## config.mk

```make
export PLATFORM = sky130hd
export DESIGN_NAME = string_hw_host_master
export DESIGN_NICKNAME = d
export VERILOG_FILES = /design/src/rtl/string_hw_pkg.sv /design/src/rtl/string_hw_mm_access.sv /design/src/rtl/string_hw_host_master.sv
export SDC_FILE = /design/constraint.sdc
export NUM_CORES = 1
export LEC_CHECK = 0
export CAP_MARGIN = 30
export CORE_ASPECT_RATIO = 1.4
export CORE_MARGIN = 2
export CORE_UTILIZATION = 36
export DETAILED_ROUTE_END_ITERATION = 8
export PLACE_DENSITY = 0.74
export SKIP_CTS_REPAIR_TIMING = 1
export SYNTH_ARGS = -nofsm -noshare
export SYNTH_HDL_FRONTEND = slang
export SYNTH_HIERARCHICAL = 1
export SYNTH_SLANG_ARGS = --single-unit
```

## constraint.sdc

```tcl
create_clock -name clk -period 6.9 [get_ports clk]
set_clock_uncertainty 0.05 [all_clocks]
set_input_delay 1.38 -clock clk [delete_from_list [all_inputs] [get_ports clk]]
set_output_delay 1.38 -clock clk [all_outputs]
set_load 0.02 [all_outputs]
```

## src/rtl/string_hw_pkg.sv

```systemverilog
// Shared constants, op codes, FSM states and the control-word helper for the
// string accelerator host master.
package string_hw_pkg;

  localparam int MAX_BLOCKS   = 32'd2;
  localparam int ADDRESS_BITS = 32'd4;

  typedef enum logic [2:0] {
    OP_CMP     = 3'd0,
    OP_UPPER   = 3'd1,
    OP_LOWER   = 3'd2,
    OP_REVERSE = 3'd3
  } op_e;

  localparam int REG_CTRL   = 32'd0;
  localparam int REG_A_BASE = 32'd1;

  localparam int DONE_BIT = 32'd0;
  localparam int GO_BIT   = 32'd1;
  localparam int IDX_LSB  = 32'd2;

  typedef enum logic [2:0] {
    ST_IDLE   = 3'd0,
    ST_WR_A   = 3'd1,
    ST_WR_B   = 3'd2,
    ST_WR_GO  = 3'd3,
    ST_POLL   = 3'd4,
    ST_RD_RES = 3'd5,
    ST_WR_CLR = 3'd6,
    ST_RESP   = 3'd7
  } state_e;

  // Control word layout: go bit plus op index, every other bit written as zero.
  function automatic logic [31:0] ctrl_word(input logic [2:0] op, input logic go);
    logic [31:0] w;
    w = 32'd0;
    w[IDX_LSB +: 3] = op;
    w[GO_BIT] = go;
    return w;
  endfunction

endpackage

```

## src/rtl/string_hw_mm_access.sv

```systemverilog
// Single Avalon-MM access engine: one strobe cycle, then a gap (write) or
// READ_LATENCY wait cycles (read); done marks the cycle a new start may be issued.
module string_hw_mm_access #(
  parameter int ADDR_W       = 5,
  parameter int READ_LATENCY = 1
) (
  input  logic              clk,
  input  logic              reset,
  input  logic              start,
  input  logic [ADDR_W-1:0] addr,
  input  logic [31:0]       wdata,
  input  logic              is_read,
  output logic              done,
  output logic [31:0]       rdata,
  output logic              chipselect,
  output logic              read,
  output logic              write,
  output logic [ADDR_W-1:0] address,
  output logic [31:0]       writedata,
  input  logic [31:0]       readdata
);

  localparam logic [1:0] LAT_LAST = 2'(READ_LATENCY - 1);

  logic              busy_r;
  logic              is_rd_r;
  logic              cs_r;
  logic              rd_r;
  logic              wr_r;
  logic [1:0]        lat_cnt_r;
  logic [ADDR_W-1:0] addr_r;
  logic [31:0]       wdata_r;
  logic              done_s;

  // Read data is valid exactly in the done cycle, when the master captures it.
  assign done_s = busy_r && !cs_r && (!is_rd_r || (lat_cnt_r == LAT_LAST));

  // Strobe, address hold and latency counting for the access in flight.
  always_ff @(posedge clk or posedge reset) begin
    if (reset) begin
      busy_r    <= 1'b0;
      is_rd_r   <= 1'b0;
      cs_r      <= 1'b0;
      rd_r      <= 1'b0;
      wr_r      <= 1'b0;
      lat_cnt_r <= 2'd0;
      addr_r    <= {ADDR_W{1'b0}};
      wdata_r   <= 32'd0;
    end else if (start) begin
      busy_r    <= 1'b1;
      is_rd_r   <= is_read;
      cs_r      <= 1'b1;
      rd_r      <= is_read;
      wr_r      <= !is_read;
      lat_cnt_r <= 2'd0;
      addr_r    <= addr;
      wdata_r   <= wdata;
    end else if (cs_r) begin
      cs_r <= 1'b0;
      rd_r <= 1'b0;
      wr_r <= 1'b0;
    end else if (done_s) begin
      busy_r <= 1'b0;
    end else if (busy_r) begin
      lat_cnt_r <= lat_cnt_r + 2'd1;
    end
  end

  assign done       = done_s;
  assign rdata      = readdata;
  assign chipselect = cs_r;
  assign read       = rd_r;
  assign write      = wr_r;
  assign address    = addr_r;
  assign writedata  = wdata_r;

endmodule

```

## src/rtl/string_hw_host_master.sv

```systemverilog
// Avalon-MM master sequencing one string-accelerator operation per request.
// Optional poll timeout: define STRING_HW_MASTER_TIMEOUT_EN.
module string_hw_host_master #(
  parameter int MAX_BLOCKS     = string_hw_pkg::MAX_BLOCKS,
  parameter int ADDRESS_BITS   = string_hw_pkg::ADDRESS_BITS,
  parameter int READ_LATENCY   = 1,
  parameter int TIMEOUT_CYCLES = 1024
) (
  input  logic                       clk,
  input  logic                       reset,
  input  logic                       req_valid,
  output logic                       req_ready,
  input  logic [2:0]                 req_op,
  input  logic [MAX_BLOCKS*32-1:0]   req_a,
  input  logic [MAX_BLOCKS*32-1:0]   req_b,
  output logic                       rsp_valid,
  input  logic                       rsp_ready,
  output logic [MAX_BLOCKS*32-1:0]   rsp_data,
  output logic                       rsp_timeout,
  output logic                       chipselect,
  output logic                       read,
  output logic                       write,
  output logic [ADDRESS_BITS:0]      address,
  output logic [31:0]                writedata,
  input  logic [31:0]                readdata
);
  import string_hw_pkg::*;

  localparam int AW         = ADDRESS_BITS + 1;
  localparam int IDX_W      = (MAX_BLOCKS > 1) ? $clog2(MAX_BLOCKS) : 1;
  localparam int REG_B_BASE = REG_A_BASE + MAX_BLOCKS;
  localparam logic [IDX_W-1:0] LAST_IDX = IDX_W'(MAX_BLOCKS - 1);

  state_e                     state_r, state_nx;
  logic [IDX_W-1:0]           idx_r, idx_nx;
  logic [2:0]                 op_r;
  logic [MAX_BLOCKS-1:0][31:0] a_r;
  logic [MAX_BLOCKS-1:0][31:0] b_r;
  logic [MAX_BLOCKS-1:0][31:0] rsp_data_r;
  logic                       req_ready_r;
  logic                       rsp_valid_r;

  logic                       accept_s;
  logic                       cap_s;
  logic                       to_s;
  logic                       last_s;
  logic                       poll_limit_s;
  logic                       acc_start_s;
  logic [AW-1:0]              acc_addr_s;
  logic [31:0]                acc_wdata_s;
  logic                       acc_is_read_s;
  logic                       acc_done_s;
  logic [31:0]                acc_rdata_s;

  string_hw_mm_access #(
    .ADDR_W       (AW),
    .READ_LATENCY (READ_LATENCY)
  ) u_access (
    .clk        (clk),
    .reset      (reset),
    .start      (acc_start_s),
    .addr       (acc_addr_s),
    .wdata      (acc_wdata_s),
    .is_read    (acc_is_read_s),
    .done       (acc_done_s),
    .rdata      (acc_rdata_s),
    .chipselect (chipselect),
    .read       (read),
    .write      (write),
    .address    (address),
    .writedata  (writedata),
    .readdata   (readdata)
  );

  assign last_s = (idx_r == LAST_IDX);

  // Next state plus the access to launch; a new access always starts in the
  // done cycle of the previous one so the bus never idles between accesses.
  always_comb begin
    state_nx      = state_r;
    idx_nx        = idx_r;
    accept_s      = 1'b0;
    cap_s         = 1'b0;
    to_s          = 1'b0;
    acc_start_s   = 1'b0;
    acc_addr_s    = {AW{1'b0}};
    acc_wdata_s   = 32'd0;
    acc_is_read_s = 1'b0;
    case (state_r)
      ST_IDLE: begin
        if (req_valid) begin
          accept_s    = 1'b1;
          acc_start_s = 1'b1;
          acc_addr_s  = AW'(REG_A_BASE);
          acc_wdata_s = req_a[31:0];
          idx_nx      = {IDX_W{1'b0}};
          state_nx    = ST_WR_A;
        end else begin
          state_nx = ST_IDLE;
        end
      end
      ST_WR_A, ST_WR_B: begin
        if (acc_done_s) begin
          acc_start_s = 1'b1;
          if (!last_s) begin
            idx_nx = idx_r + {{(IDX_W-1){1'b0}}, 1'b1};
            if (state_r == ST_WR_A) begin
              acc_addr_s  = AW'(REG_A_BASE) + AW'(idx_nx);
              acc_wdata_s = a_r[idx_nx];
            end else begin
              acc_addr_s  = AW'(REG_B_BASE) + AW'(idx_nx);
              acc_wdata_s = b_r[idx_nx];
            end
          end else if ((state_r == ST_WR_A) && (op_r == OP_CMP)) begin
            idx_nx      = {IDX_W{1'b0}};
            acc_addr_s  = AW'(REG_B_BASE);
            acc_wdata_s = b_r[0];
            state_nx    = ST_WR_B;
          end else begin
            acc_addr_s  = AW'(REG_CTRL);
            acc_wdata_s = ctrl_word(op_r, 1'b1);
            state_nx    = ST_WR_GO;
          end
        end else begin
          state_nx = state_r;
        end
      end
      ST_WR_GO: begin
        if (acc_done_s) begin
          acc_start_s   = 1'b1;
          acc_is_read_s = 1'b1;
          acc_addr_s    = AW'(REG_CTRL);
          state_nx      = ST_POLL;
        end else begin
          state_nx = ST_WR_GO;
        end
      end
      ST_POLL: begin
        if (!acc_done_s) begin
          state_nx = ST_POLL;
        end else if (acc_rdata_s[DONE_BIT]) begin
          acc_start_s   = 1'b1;
          acc_is_read_s = 1'b1;
          acc_addr_s    = AW'(REG_A_BASE);
          idx_nx        = {IDX_W{1'b0}};
          state_nx      = ST_RD_RES;
        end else if (poll_limit_s) begin
          to_s        = 1'b1;
          acc_start_s = 1'b1;
          acc_addr_s  = AW'(REG_CTRL);
          acc_wdata_s = ctrl_word(op_r, 1'b0);
          state_nx    = ST_WR_CLR;
        end else begin
          acc_start_s   = 1'b1;
          acc_is_read_s = 1'b1;
          acc_addr_s    = AW'(REG_CTRL);
          state_nx      = ST_POLL;
        end
      end
      ST_RD_RES: begin
        if (!acc_done_s) begin
          state_nx = ST_RD_RES;
        end else if (last_s) begin
          cap_s       = 1'b1;
          acc_start_s = 1'b1;
          acc_addr_s  = AW'(REG_CTRL);
          acc_wdata_s = ctrl_word(op_r, 1'b0);
          state_nx    = ST_WR_CLR;
        end else begin
          cap_s         = 1'b1;
          idx_nx        = idx_r + {{(IDX_W-1){1'b0}}, 1'b1};
          acc_start_s   = 1'b1;
          acc_is_read_s = 1'b1;
          acc_addr_s    = AW'(REG_A_BASE) + AW'(idx_nx);
          state_nx      = ST_RD_RES;
        end
      end
      ST_WR_CLR: begin
        if (acc_done_s) begin
          state_nx = ST_RESP;
        end else begin
          state_nx = ST_WR_CLR;
        end
      end
      ST_RESP: begin
        if (rsp_ready) begin
          state_nx = ST_IDLE;
        end else begin
          state_nx = ST_RESP;
        end
      end
      default: begin
        state_nx = ST_IDLE;
      end
    endcase
  end

  // State register, request latch, result capture and registered handshakes.
  always_ff @(posedge clk or posedge reset) begin
    if (reset) begin
      state_r     <= ST_IDLE;
      idx_r       <= {IDX_W{1'b0}};
      op_r        <= 3'd0;
      a_r         <= {(MAX_BLOCKS*32){1'b0}};
      b_r         <= {(MAX_BLOCKS*32){1'b0}};
      rsp_data_r  <= {(MAX_BLOCKS*32){1'b0}};
      req_ready_r <= 1'b1;
      rsp_valid_r <= 1'b0;
    end else begin
      state_r     <= state_nx;
      idx_r       <= idx_nx;
      req_ready_r <= (state_nx == ST_IDLE);
      rsp_valid_r <= (state_nx == ST_RESP);
      if (accept_s) begin
        op_r       <= req_op;
        a_r        <= req_a;
        b_r        <= req_b;
        rsp_data_r <= {(MAX_BLOCKS*32){1'b0}};
      end else if (cap_s) begin
        rsp_data_r[idx_r] <= acc_rdata_s;
      end
    end
  end

`ifdef STRING_HW_MASTER_TIMEOUT_EN
  localparam int CNT_W = $clog2(TIMEOUT_CYCLES + 1);

  logic [CNT_W-1:0] poll_cnt_r;
  logic             timeout_r;

  // Limit is checked at each poll's done cycle, so an access is never cut short.
  assign poll_limit_s = (poll_cnt_r >= CNT_W'(TIMEOUT_CYCLES - 1));

  // POLL-cycle counter and sticky timeout flag for the current request.
  always_ff @(posedge clk or posedge reset) begin
    if (reset) begin
      poll_cnt_r <= {CNT_W{1'b0}};
      timeout_r  <= 1'b0;
    end else begin
      if (state_r == ST_POLL) begin
        poll_cnt_r <= poll_cnt_r + {{(CNT_W-1){1'b0}}, 1'b1};
      end else begin
        poll_cnt_r <= {CNT_W{1'b0}};
      end
      if (accept_s) begin
        timeout_r <= 1'b0;
      end else if (to_s) begin
        timeout_r <= 1'b1;
      end
    end
  end

  assign rsp_timeout = timeout_r;
`else
  logic [32:0] unused_s;

  assign poll_limit_s = 1'b0;
  assign rsp_timeout  = 1'b0;
  assign unused_s     = {to_s, 32'(TIMEOUT_CYCLES)};
`endif

  assign req_ready = req_ready_r;
  assign rsp_valid = rsp_valid_r;
  assign rsp_data  = rsp_data_r;

endmodule

```

==> results <==
- The run finished with clean final reports.
- The non-filler instance count after layout is 1644.
- The worst-case hold slack is roughly 420 ps.
- In the final routed layout, each cell accounts on average for 16.24 microns.
- The fill cell instance count of the final layout is around 2.5k.
- The analysis attributes to cell leakage a power of roughly 6.4 nW.
- Data arrives at the worst endpoint at 3630 ps.
- Timing would allow up to 304.2 MHz.
- The x dimension of the die is around 140 microns.
- The all-layer global routing usage is 0.1825.
- The number of flops mapped to enable cells by yosys is 0.
- Among all stages on the critical path, the largest delay is contributed by sky130_fd_sc_hd__buf_4.
- The final layout contains routed wiring with a total length of between 20000 and 30000 microns.
- The internal power is around 3.6 mW.
- The first global-routing pass estimated between 40000 and 50000 microns of wire.
- The H-tree level count is 1.
- The most used flip-flop cell after synthesis is sky130_fd_sc_hd__dfrtp_1.
- Summed over all nets, the half-perimeter wirelength after detailed placement is ~18000 microns.
- The detail route stage leaves a number of antenna-violating nets equal to 0.
- The internal reg-to-reg setup slack is slightly below 4000 ps.
- The cell taking the most area after synthesis is sky130_fd_sc_hd__dfrtp_1.
- The critical-path maximum fanout is 45.
- The post-route worst setup slack is 3613 ps.
- The clock-pin transition on the worst setup and hold timing paths is 60 ps.
- Setup repair after global routing left no endpoint under its margin.
- The class of the tightest hold or removal check is register to register.
- Averaged over all synthesized cells, the footprint is 9.340 sq um.
- The area growth from synthesis to layout is 36.94%.
- The signal on the critical path passes through clkdlybuf4s50_1, nand2b_1, o21ai_0, o2bb2ai_4, buf_4, mux2_2.
- The number of remaining DRC errors is 0.
- In this run the deepest clock path goes through 3 buffers.
- The count of cell types in the netlist is between 40 and 50.
- The cell at the root of the clock tree is sky130_fd_sc_hd__clkbuf_16.
- The kind of critical path is input pin to register.
- The number of placement rows is 71.
- The power density normalized to cell area is slightly above 400 nW/um^2.
- On the worst path, the slowest cell contributes a delay of 660 ps.
- The share of total power in combinational logic is 0.395.
- Buffers inserted during clock tree synthesis total 23.
- For this run, the detailed router's first-pass iteration total came to 5.
- VDD sags by at most 0.1861 mV.
- Dividing the final minimum period by the clock period gives 0.4764.
- After detailed routing, the number of vias per cell comes to around 4.8.
- The initial antenna violation count came to 1.
- The total net switching power is 1.993 mW.
- The transition at the pin with the smallest max-transition slack is around 850 ps.
- Timing analysis after detailed placement gives a worst setup slack of ~3100 ps.
- Across the run, the number of max-cap violations was 0.
- After the first detailed-routing iteration, the DRC count stood at between 300 and 400.
- sky130_fd_sc_hd__nand2_1 is the most common cell in the netlist.
- The type of element launching the critical path is an input pin.
- TritonCTS built the clock tree.
- By area the synthesized netlist is led by sky130_fd_sc_hd__dfrtp_1 (54%), sky130_fd_sc_hd__nand2_1 (18%), sky130_fd_sc_hd__mux2_4 (5.2%), sky130_fd_sc_hd__mux2i_1 (3.3%), sky130_fd_sc_hd__buf_4 (2.8%).
- The share of total power dissipated in the clock network is 0.234.
- The number of hold violations in the final report was 0.
- In the final layout, the share of cells above drive strength 1 is 0.08294.
- Of all flip-flops after synthesis, the portion carrying an async set or reset was 1.000.
- Setup violations remaining at the end of the flow were counted as 0.
- The clock latency on the worst-skew pair is approximately 520 ps.
- The y dimension of the die is roughly 200 microns.
- In this run, synthesis produced a sequential element count of ~210.
- The sequential cell area fraction in the yosys report is 0.5405.
- Sorting the synthesized cells by how often they occur yields sky130_fd_sc_hd__nand2_1 (463), sky130_fd_sc_hd__dfrtp_1 (212), sky130_fd_sc_hd__nand3_1 (51).
- Including well taps, the total number of placed cells is 1599.
- For the final routed database, the setup TNS stands at 0 ps.
- The worst endpoint required time is between 7000 and 8000 ps.
- The area share of the largest cell type after synthesis is 0.5379.
- The time the worst path needs with I/O delays and setup is ~3300 ps.
- At the end of routability-driven placement, the weighted congestion stood at between 0.7 and 0.8.
- The area of the die is approximately 29000 sq um.
- The core region is ~27000 sq um.
- The gate count after technology mapping is ~1.1k.
- Global routing finished with a remaining overflow of 0.
- between 200 and 300 I/O pins were placed.
- Headroom to the max-slew limit came out at 0.4362.
- In this run the cell area of the synthesized design comes to 9863 sq um.
- In this run the tool buffered the top-level ports with 272 buffer cells.
- Entering global routing, the biggest net connects 132 pins.
- The fraction of power consumed by sequential logic is 0.371.
- The capturing element type of the critical path is a register.
- Of the total power, the share spent switching nets is 0.3579.
- The via count is just under 8k.
- The starting utilization of the core area is 0.3664.
- The via count of the first global-routing pass was between 8k and 9k.
- The synthesis warning total is 6.
- For this run, the post-layout net count is ~1.4k.
- The max-slew violation total from the final report is 0.
- Counting every sink on the clock net gives 213.
==> power by group through the flow <==
stage | combinational, mW | clock [mW] | sequential (mW)
2_1_floorplan | 1.17 | 0 | 2.27
3_3_place_gp | 2.15 | 0 | 2.06
3_5_place_dp | 2.20 | 0 | 2.08
4_1_cts | 2.21 | 1.34 | 2.07
5_1_grt | 2.42 | 1.38 | 2.12
6_report | 2.20 | 1.30 | 2.06
==> state kept, by name, indices dropped and copies added (netlist names) <==
register	cells
u_access/lat_cnt_r	2
u_access/read	1
u_access/writedata	32
req_ready	1
a_r	32
rsp_valid	1
u_access/is_rd_r	1
u_access/address	5
u_access/chipselect	1
op_r	3
b_r	64
rsp_data	64
idx_r	1
u_access/write	1
state_r	3
u_access/busy_r	1
==> worst paths after layout <==
check / from / endpoint / cells past startpoint
setup / recovery: req_valid / u_access/address[4] / 6
hold / removal: a_r[59] / a_r[59] / 2
setup reg to reg: state_r[0] / u_access/writedata[31] / 7
hold reg to reg: a_r[59] / a_r[59] / 2
max in group asynchronous: reset / a_r[43] / 4
min in group asynchronous: reset / state_r[1] / 2
==> layout by cell type, fill, tap and decap left out, types with 2 or more instances in the layout <==
| cell type | instances |
|---|---|
| sky130_fd_sc_hd__bufinv_16 | 3 |
| sky130_fd_sc_hd__or3_1 | 2 |
| sky130_fd_sc_hd__xnor2_1 | 2 |
| sky130_fd_sc_hd__clkbuf_16 | 23 |
| sky130_fd_sc_hd__conb_1 | 3 |
| sky130_fd_sc_hd__mux2i_1 | 33 |
| sky130_fd_sc_hd__buf_16 | 5 |
| sky130_fd_sc_hd__nand3_1 | 50 |
| sky130_fd_sc_hd__a22o_1 | 29 |
| sky130_fd_sc_hd__nor2b_1 | 2 |
| sky130_fd_sc_hd__nor2_1 | 5 |
| sky130_fd_sc_hd__nor3_1 | 3 |
| sky130_fd_sc_hd__o21ai_0 | 33 |
| sky130_fd_sc_hd__mux2_2 | 4 |
| sky130_fd_sc_hd__inv_1 | 6 |
| sky130_fd_sc_hd__nand2b_1 | 6 |
| sky130_fd_sc_hd__clkdlybuf4s50_1 | 272 |
| sky130_fd_sc_hd__a211oi_1 | 4 |
| sky130_fd_sc_hd__buf_4 | 8 |
| sky130_fd_sc_hd__a21o_1 | 2 |
| sky130_fd_sc_hd__nand4_1 | 2 |
| sky130_fd_sc_hd__a21oi_1 | 21 |
| sky130_fd_sc_hd__clkinv_2 | 5 |
| sky130_fd_sc_hd__nand2_1 | 463 |
| sky130_fd_sc_hd__a221o_1 | 3 |
| sky130_fd_sc_hd__inv_6 | 2 |
| sky130_fd_sc_hd__o31ai_1 | 2 |
| sky130_fd_sc_hd__nor3_4 | 3 |
| sky130_fd_sc_hd__clkbuf_8 | 7 |
| sky130_fd_sc_hd__buf_12 | 2 |
| sky130_fd_sc_hd__mux2_4 | 34 |
| sky130_fd_sc_hd__dfrtp_1 | 211 |
| sky130_fd_sc_hd__a311oi_1 | 3 |
==> critical path, delay by kind of cell <==
kind / cells / cell delay, ps
buf+inv: 2 / 1210
compound gates: 2 / 460
mux: 1 / 420
simple gates: 1 / 130
==> per-stage QoR <==
| stage | cell area [sq um] | util | total power, mW |
|---|---|---|---|
| after detailed placement | 12610 | 0.4686 | 4.284 |
| after global routing | 13500 | 0.5017 | 5.928 |
| final | 13510 | 0.5018 | 5.568 |
| after global placement | 12540 | 0.4659 | 4.211 |
| after floorplan | 9871 | - | 3.444 |
| after CTS | 13420 | 0.4986 | 5.617 |
==> per-layer routing <==
metal  part of all wire  track usage  wire, microns
met5                  0            0              0
met2               0.52       0.3344          13800
met1               0.39       0.2138          10450
met3              0.064      0.03483           1711
met4              0.028      0.05882            741
==> cell type report <==
cell class                 count  area (sq um)  share of cell area
inverter                       8         35.03            0.002594
antenna                        1         2.502           0.0001853
clock inverter                10         131.4            0.009727
clock buffer                  31         675.6             0.05002
timing repair buffer         287          2960              0.2192
tap                          365         456.7             0.03381
multi-input combinational    729          3913              0.2897
sequential                   213          5333              0.3948
==> cell families after synthesis <==
logic type,synth area share
fa+ha+maj,0.001268
simple gates,0.2230
other cells,0.0003802
xor+xnor,0.001776
flops,0.5405
mux,0.08981
compound gates,0.07332
buf+inv,0.06990
No activity file was read; power rests on OpenSTA's default activity.
